## src/rtl/arm_pkg.sv

```systemverilog
// rtl/arm_pkg.sv - shared ARM condition-code and flag definitions
package arm_pkg;

  // Flag vector is {N,Z,C,V}
  localparam int FLAGS_W = 4;
  localparam int FLAG_N  = 3;
  localparam int FLAG_Z  = 2;
  localparam int FLAG_C  = 1;
  localparam int FLAG_V  = 0;

  typedef logic [FLAGS_W-1:0] flags_t;

  // Instruction Cond field encodings, bits [31:28]
  typedef enum logic [3:0] {
    EQ = 4'h0,
    NE = 4'h1,
    CS = 4'h2,
    CC = 4'h3,
    MI = 4'h4,
    PL = 4'h5,
    VS = 4'h6,
    VC = 4'h7,
    HI = 4'h8,
    LS = 4'h9,
    GE = 4'hA,
    LT = 4'hB,
    GT = 4'hC,
    LE = 4'hD,
    AL = 4'hE,
    NV = 4'hF
  } cond_e;

endpackage

```

## src/rtl/cond_check.sv

```systemverilog
// rtl/cond_check.sv - evaluates an ARM condition code against stored flags
module cond_check
  import arm_pkg::*;
(
  input  logic [3:0] cond,
  input  flags_t     flags,
  output logic       cond_ex
);

  logic n, z, c, v;

  assign n = flags[FLAG_N];
  assign z = flags[FLAG_Z];
  assign c = flags[FLAG_C];
  assign v = flags[FLAG_V];

  // One arm per condition code; NV is executed unconditionally like AL
  always_comb begin
    cond_ex = 1'b1;
    case (cond_e'(cond))
      EQ: cond_ex = z;
      NE: cond_ex = !z;
      CS: cond_ex = c;
      CC: cond_ex = !c;
      MI: cond_ex = n;
      PL: cond_ex = !n;
      VS: cond_ex = v;
      VC: cond_ex = !v;
      HI: cond_ex = c & !z;
      LS: cond_ex = !c | z;
      GE: cond_ex = (n == v);
      LT: cond_ex = (n != v);
      GT: cond_ex = !z & (n == v);
      LE: cond_ex = z | (n != v);
      AL: cond_ex = 1'b1;
      NV: cond_ex = 1'b1;
      default: cond_ex = 1'b1;
    endcase
  end

endmodule

```

## src/rtl/cond_logic.sv

```systemverilog
// rtl/cond_logic.sv - NZCV flag register and conditional write-strobe gating
module cond_logic #(
  parameter int FLAGS_W = arm_pkg::FLAGS_W
) (
  input  logic               clk,
  input  logic               reset_n,
  input  logic [3:0]         Cond,
  input  logic [FLAGS_W-1:0] ALUFlags,
  input  logic [1:0]         FlagW,
  input  logic               PCS,
  input  logic               RegW,
  input  logic               MemW,
  input  logic               NoWrite,
  input  logic               Stall,
  output logic               PCSrc,
  output logic               RegWrite,
  output logic               MemWrite,
  output logic               CondEx,
  output logic [FLAGS_W-1:0] Flags
);

  import arm_pkg::*;

  flags_t flags_q;
  logic   ok;

  // Condition is judged only on registered flags, so flags written by one
  // instruction affect the next one, never the one producing them.
  cond_check u_cond_check (
    .cond    (Cond),
    .flags   (flags_q),
    .cond_ex (CondEx)
  );

  // NZ and CV halves update independently; a failed or stalled instruction
  // leaves both untouched.
  always_ff @(posedge clk) begin
    if (!reset_n) begin
      flags_q <= '0;
    end else if (!Stall && CondEx) begin
      if (FlagW[1]) flags_q[FLAG_N:FLAG_Z] <= ALUFlags[FLAG_N:FLAG_Z];
      if (FlagW[0]) flags_q[FLAG_C:FLAG_V] <= ALUFlags[FLAG_C:FLAG_V];
    end
  end

  // Write strobes are squashed in reset, on stall and on a failed condition
  always_comb begin
    ok       = reset_n & !Stall & CondEx;
    PCSrc    = PCS & ok;
    RegWrite = RegW & !NoWrite & ok;
    MemWrite = MemW & ok;
  end

  assign Flags = flags_q;

endmodule

```

## config.mk

```make
export PLATFORM = sky130hd
export DESIGN_NAME = cond_logic
export DESIGN_NICKNAME = d
export VERILOG_FILES = /design/src/rtl/arm_pkg.sv /design/src/rtl/cond_check.sv /design/src/rtl/cond_logic.sv
export SDC_FILE = /design/constraint.sdc
export NUM_CORES = 1
export LEC_CHECK = 0
export BUFFER_PORTS_ARGS = -buffer_cell sky130_fd_sc_hd__buf_2
export CAP_MARGIN = 20
export CORE_AREA = 4 4 41 43
export DETAILED_ROUTE_END_ITERATION = 6
export DIE_AREA = 0 0 45 47
export HOLD_SLACK_MARGIN = 0.08
export PLACE_DENSITY = 0.57
export SYNTH_ARGS = -nofsm -noshare
export SYNTH_HDL_FRONTEND = slang
export SYNTH_HIERARCHICAL = 1
export SYNTH_SLANG_ARGS = --single-unit
```

## constraint.sdc

```tcl
create_clock -name clk -period 3.6 [get_ports clk]
set_input_delay 0 -clock clk [delete_from_list [all_inputs] [get_ports clk]]
set_output_delay 0 -clock clk [all_outputs]
set_load 0.03 [all_outputs]
```

Yosys cells after proc, flatten, opt, wreduce, memory -nomap -nowiden

Index checks and enable logic that the tools add are counted.

$add $sub $neg: 0
Multipliers: 0
Divide/modulo/power cells: 0
Magnitude comparators: 0
Equality and inequality tests: 17
Shift operators: 0
Multiplexer cells: 1
Bitwise logic cells: 10
Reduce and logical (&&, ||, !) cells: 11

Operators with widths:

| cell                 | count |
|---|---|
| $eq A4 B4 Y1 const B | 8 |
| $eq A4 B3 Y1 const B | 4 |
| $pmux W1 S15         | 1 |
| $and A1 B1 Y1        | 8 |
| $eq A4 B2 Y1 const B | 2 |
| $logic_not A1 Y1     | 6 |
| $eq A4 B1 Y1 const B | 1 |
| $logic_not A4 Y1     | 1 |
| $reduce_and A2 Y1    | 2 |
| $or A1 B1 Y1         | 2 |
| $reduce_or A2 Y1     | 1 |
| $eq A1 B1 Y1         | 1 |
| $logic_and A1 B1 Y1  | 1 |
| $ne A1 B1 Y1         | 1 |

Flip-flop bits (word level): 4
Bits in latches: 0
RAM bits: 0
Memory bits (read-only): 0
Input port bits: 17
Output and inout port bits: 8
Logic and storage cells: 41
Memories kept: 0

Logic depth before layout (Yosys ltp)

Depth in word-level cells: 5
Mapped depth: 8
Gate-level depth less buffers: 7

Modules after synthesis

The synthesis kept the hierarchy.

By module, submodules not included:

| module     | instances | cells an instance | area an instance (µm²) | sequential area each (µm²) |
|---|---|---|---|---|
| cond_check | 1         | 29                | 201.4                  | 0.0 |
| cond_logic | 1         | 23                | 201.4                  | 80.1 |

Least setup slack after synthesis

Ideal clock, no wire load.

Path type: flip-flop to output port
Start: register flags_q[0] (netlist: Flags[0])
End: output RegWrite
Arrival time: 2.157 ns
Data required time: 3.600 ns
Setup slack: 1.443 ns
Cell stages (with the launch flop): 8
Path buffers: 0
Cell sequence: dfxtp_1 > xor2_1 > or4_1 > nand2_1 > a22oi_1 > o21ai_1 > nor2b_1 > and4b_1

Word-level cells in the longest chain between the ends: 5
Elaborated cells on any way between the ends: 8
Classes of those cells: eq/ne (2); mux (1); bitwise (4); reduce/logical (1)

RTL lines:

| what                                          | line                               | RTL |
|---|---|---|
| from (decl)                                   | cond_logic.sv:24                   | `flags_t flags_q;` |
| from (signal, indexed assignment)             | cond_logic.sv:41                   | `if (FlagW[1]) flags_q[FLAG_N:FLAG_Z] <= ALUFlags[FLAG_N:FLAG_Z];` |
| from (signal, indexed assignment)             | cond_logic.sv:42                   | `if (FlagW[0]) flags_q[FLAG_C:FLAG_V] <= ALUFlags[FLAG_C:FLAG_V];` |
| $ne A1 B1 Y1 or $eq A1 B1 Y1 (tied branches)  | --                                 |  |
| $or A1 B1 Y1 or $and A1 B1 Y1 (tied branches) | cond_check.sv:34, cond_check.sv:33 |  |
| $pmux W1 S15 *                                | cond_check.sv:20                   | `case (cond_e'(cond))` |
| named net CondEx                              | cond_logic.sv:18                   | `output logic CondEx,` |
| $and A1 B1 Y1 *                               | cond_logic.sv:48                   | `ok = reset_n & !Stall & CondEx;` |
| $and A1 B1 Y1 *                               | cond_logic.sv:50                   | `RegWrite = RegW & !NoWrite & ok;` |
| to (decl)                                     | cond_logic.sv:16                   | `output logic RegWrite,` |

The timed path passes the listed nets; every way through them passes the cells marked *.

Worst setup path in the final report

Start: register flags_q[0] (netlist: Flags[0])
End: output RegWrite

Word-level cells in the longest chain between the ends: 5
Elaborated cells on any way between the ends: 8
Classes of those cells: eq/ne (2); mux (1); bitwise (4); reduce/logical (1)

RTL lines:

| what                                          | line |
|---|---|
| $ne A1 B1 Y1 or $eq A1 B1 Y1 (tied branches)  | -- |
| $or A1 B1 Y1 or $and A1 B1 Y1 (tied branches) | cond_check.sv:34, cond_check.sv:33 |
| $pmux W1 S15 *                                | cond_check.sv:20 |
| $and A1 B1 Y1 *                               | cond_logic.sv:48 |
| $and A1 B1 Y1 *                               | cond_logic.sv:50 |

Every way passes the cells marked *; elsewhere a longest branch is shown, timed or not.

==> results.json <==
{
  "fin_crit_ns": 2.00,
  "maxCapViolations": 0,
  "cts_max_path_buffers": 2,
  "drc": 0,
  "holdWs_ns": 0.107,
  "die_h_um": 47,
  "avgViaCountPerCell": 4.96,
  "worstSetupPathType": "reg2out",
  "worstReg2RegEnd": "Flags[0]",
  "num_rows": 13,
  "cts.reportedPaths.clkPinSlew_ns": 0.03,
  "die_area_um2": 2120,
  "syn-num-nets": 69,
  "r2r_slack_ns": 1.90,
  "met2WireLength_um": 405,
  "n_antenna_cell": 0,
  "slowest_stage": "or4_1",
  "drive_above_1_share_pct": 37.5,
  "hold_path_end": "Flags[3]",
  "fillers": 136,
  "status": "complete, no violations",
  "worst_pin_slew_ns": 0.279,
  "reg2reg_from": "Flags[3]",
  "drt_first_pass_iters": 3,
  "post-cts-setup-buffers": 0,
  "grt.total_usage_pct": 10.7,
  "synth.area.top_cells": "dfxtp_1 20%, mux2i_1 9.9%, nand2_1 9.3%",
  "p_leak_nw": 0.300,
  "irDropWorstVdd_mv": 0.142,
  "required_ns": 3.60,
  "cts_made_buffers": 3,
  "pin_count": 25,
  "critPathCaptureType": "primary output",
  "cts_max_level": 1,
  "io_buffers": 24,
  "skew_ns": 0.00119,
  "dr_wl_met3_um": 124,
  "clk_latency_ns": 0.23,
  "holdBufCountCts": 4,
  "die_width_um": 45,
  "dp_cells": 88,
  "place_congestion": 0.744,
  "setup_viol": 0,
  "hold_start": "reset_n",
  "grt_antenna_before_repair": 0,
  "instances_no_fill": 95,
  "cp_cell_sequence": "xor2_1 > or4_1 > nand2_1 > a22oi_1 > o21ai_1 > nor2b_1 > and4b_1 > buf_2",
  "ys_ff_latch": 4,
  "max_stage_delay_ns": 0.39,
  "grt_pass1_vias": 409,
  "hold_violations": 0,
  "power_density_nw_per_um2": 276,
  "start_util_pct": 31.0,
  "netlist.area_leader.share_pct": 19.9,
  "arrival_ns": 2.00,
  "ys_warn_count": 6,
  "dr_total_vias": 471,
  "synth_area_um2": 403,
  "cts_tree": "done",
  "nets": 99,
  "fp.coreArea_um2": 1300,
  "area_growth_pct": 44.1,
  "cts.sinks": 4,
  "grt_pass1_wl_um": 1620,
  "grt_max_degree": 12,
  "critPathMaxFanout": 4,
  "ant_nets": 0,
  "largest_register_ffs": 4,
  "postCtsResizedCells": 0,
  "syn_inst": 52,
  "rr_worst_depth": 6,
  "hp-class": "in2reg",
  "max_slew_margin_pct": 81.4,
  "yosysTopAreaCell": "dfxtp_1",
  "finalCritPeriodShare_pct": 55.5,
  "start_kind": "register",
  "finalMaxSlewViolations": 0,
  "wirelength_um": 965,
  "rsz0062_at_grt": "false",
  "yosysUniqueCellTypes": 25,
  "ys_seq_area_share_pct": 19.9,
  "wl_met1_um": 420,
  "setup-tns-final_ns": 0,
  "grt-ovfl-total": 0,
  "wire_per_inst_um": 10.2,
  "cts-root-buf": "clkbuf_4",
  "drt-initial-drc-count": 9,
  "avgSynthCellArea_um2": 7.75,
  "fmaxAchievable_ghz": 0.500,
  "whs_path_depth": 3,
  "routed.top_layer": "met4"
}
==> layout make-up <==
cell class	instances	area, µm²	area share [%]
Tap cell	15	18.8	3.23
Inverter	1	3.75	0.647
Multi-Input combinational cell	44	295	50.9
Clock buffer	3	22.5	3.88
Timing Repair Buffer	28	160	27.6
Sequential cell	4	80.1	13.8
==> power breakdown <==
group / internal, W / leakage, nW / switching, W
Sequential: 0.0000467 / 0.0325 / 0.00000313
Combinational: 0.0000269 / 0.254 / 0.0000302
Clock: 0.0000371 / 0.0138 / 0.0000160
==> cells in the mapped netlist (all sizes together) <==
library cell   n
a221o          1
nor2b          3
nand2         10
and3b          4
a22oi          2
dfxtp          4
nand2b         1
or4            1
and2b          1
and3           3
xor2           1
buf            3
and4b          1
inv            1
o22ai          1
a311oi         1
nor2           2
xnor2          3
o21ai          2
a21oi          3
mux2i          4
==> critical path: cells and delay by family (launching register included) <==
kind                   cells  cell delay (ns)
XOR/XNOR                   1             0.15
buffers and inverters      1             0.19
AO/OA/AOI/OAI              2             0.21
AND/OR/NAND/NOR            4             0.88
flip-flops                 1             0.34
==> cells by family (layout without fill, tap and decap cells) <==
group / count (synthesis) / after routing / synth area share, %
mux: 4 / 4 / 9.94
xor+xnor: 4 / 4 / 8.70
buf+inv: 4 / 32 / 6.83
simple gates: 26 / 26 / 37.0
compound gates: 10 / 10 / 17.7
flops: 4 / 4 / 19.9
==> cells in the final DEF, fill, tap and decap left out <==
| cell type | Yosys | routed |
|---|---|---|
| a21oi_1 | 3 | 3 |
| a221o_2 | 1 | 1 |
| a22oi_1 | 1 | 1 |
| a22oi_2 | 1 | 1 |
| a311oi_1 | 1 | 1 |
| and2b_1 | 1 | 1 |
| and3_1 | 3 | 3 |
| and3b_1 | 4 | 4 |
| and4b_1 | 1 | 1 |
| buf_2 | 1 | 24 |
| clkbuf_4 | 0 | 3 |
| dfxtp_1 | 4 | 4 |
| dlygate4sd3_1 | 0 | 4 |
| inv_2 | 1 | 1 |
| mux2i_1 | 4 | 4 |
| nand2_1 | 10 | 10 |
| nand2b_1 | 1 | 1 |
| nor2_1 | 2 | 2 |
| nor2b_1 | 3 | 3 |
| o21ai_0 | 1 | 1 |
| o21ai_1 | 1 | 1 |
| o22ai_1 | 1 | 1 |
| or4_1 | 1 | 1 |
| xnor2_1 | 3 | 3 |
| xor2_1 | 1 | 1 |
==> worst max-delay path by stage <==
stage,from,endpoint,slack [ns],cells past startpoint
after CTS,Flags[0],RegWrite,1.57,8
after floorplan,Flags[0],RegWrite,1.44,7
after global placement,Flags[0],RegWrite,1.84,8
after detailed placement,Flags[0],RegWrite,1.82,8
final,Flags[0],RegWrite,1.60,8
after global routing,Flags[3],RegWrite,1.41,8
==> metal layers <==
layer	GRT usage, %	vias up
li1	-	243
met1	11.6	201
met2	16.7	23
met3	4.60	4
met4	7.60	0
met5	0	-
==> metrics by stage <==
step                      setup WS (ns)  total power, W  util [%]  area, µm²
final                              1.60        0.000160      44.6        581
after global placement             1.84        0.000104      39.8        518
after detailed placement           1.82        0.000104      39.8        518
after CTS                          1.57        0.000162      44.6        581
after floorplan                    1.44       0.0000885         -        403
after global routing               1.41        0.000173      44.6        581
Note: power is estimated with default switching activity, not from simulation.
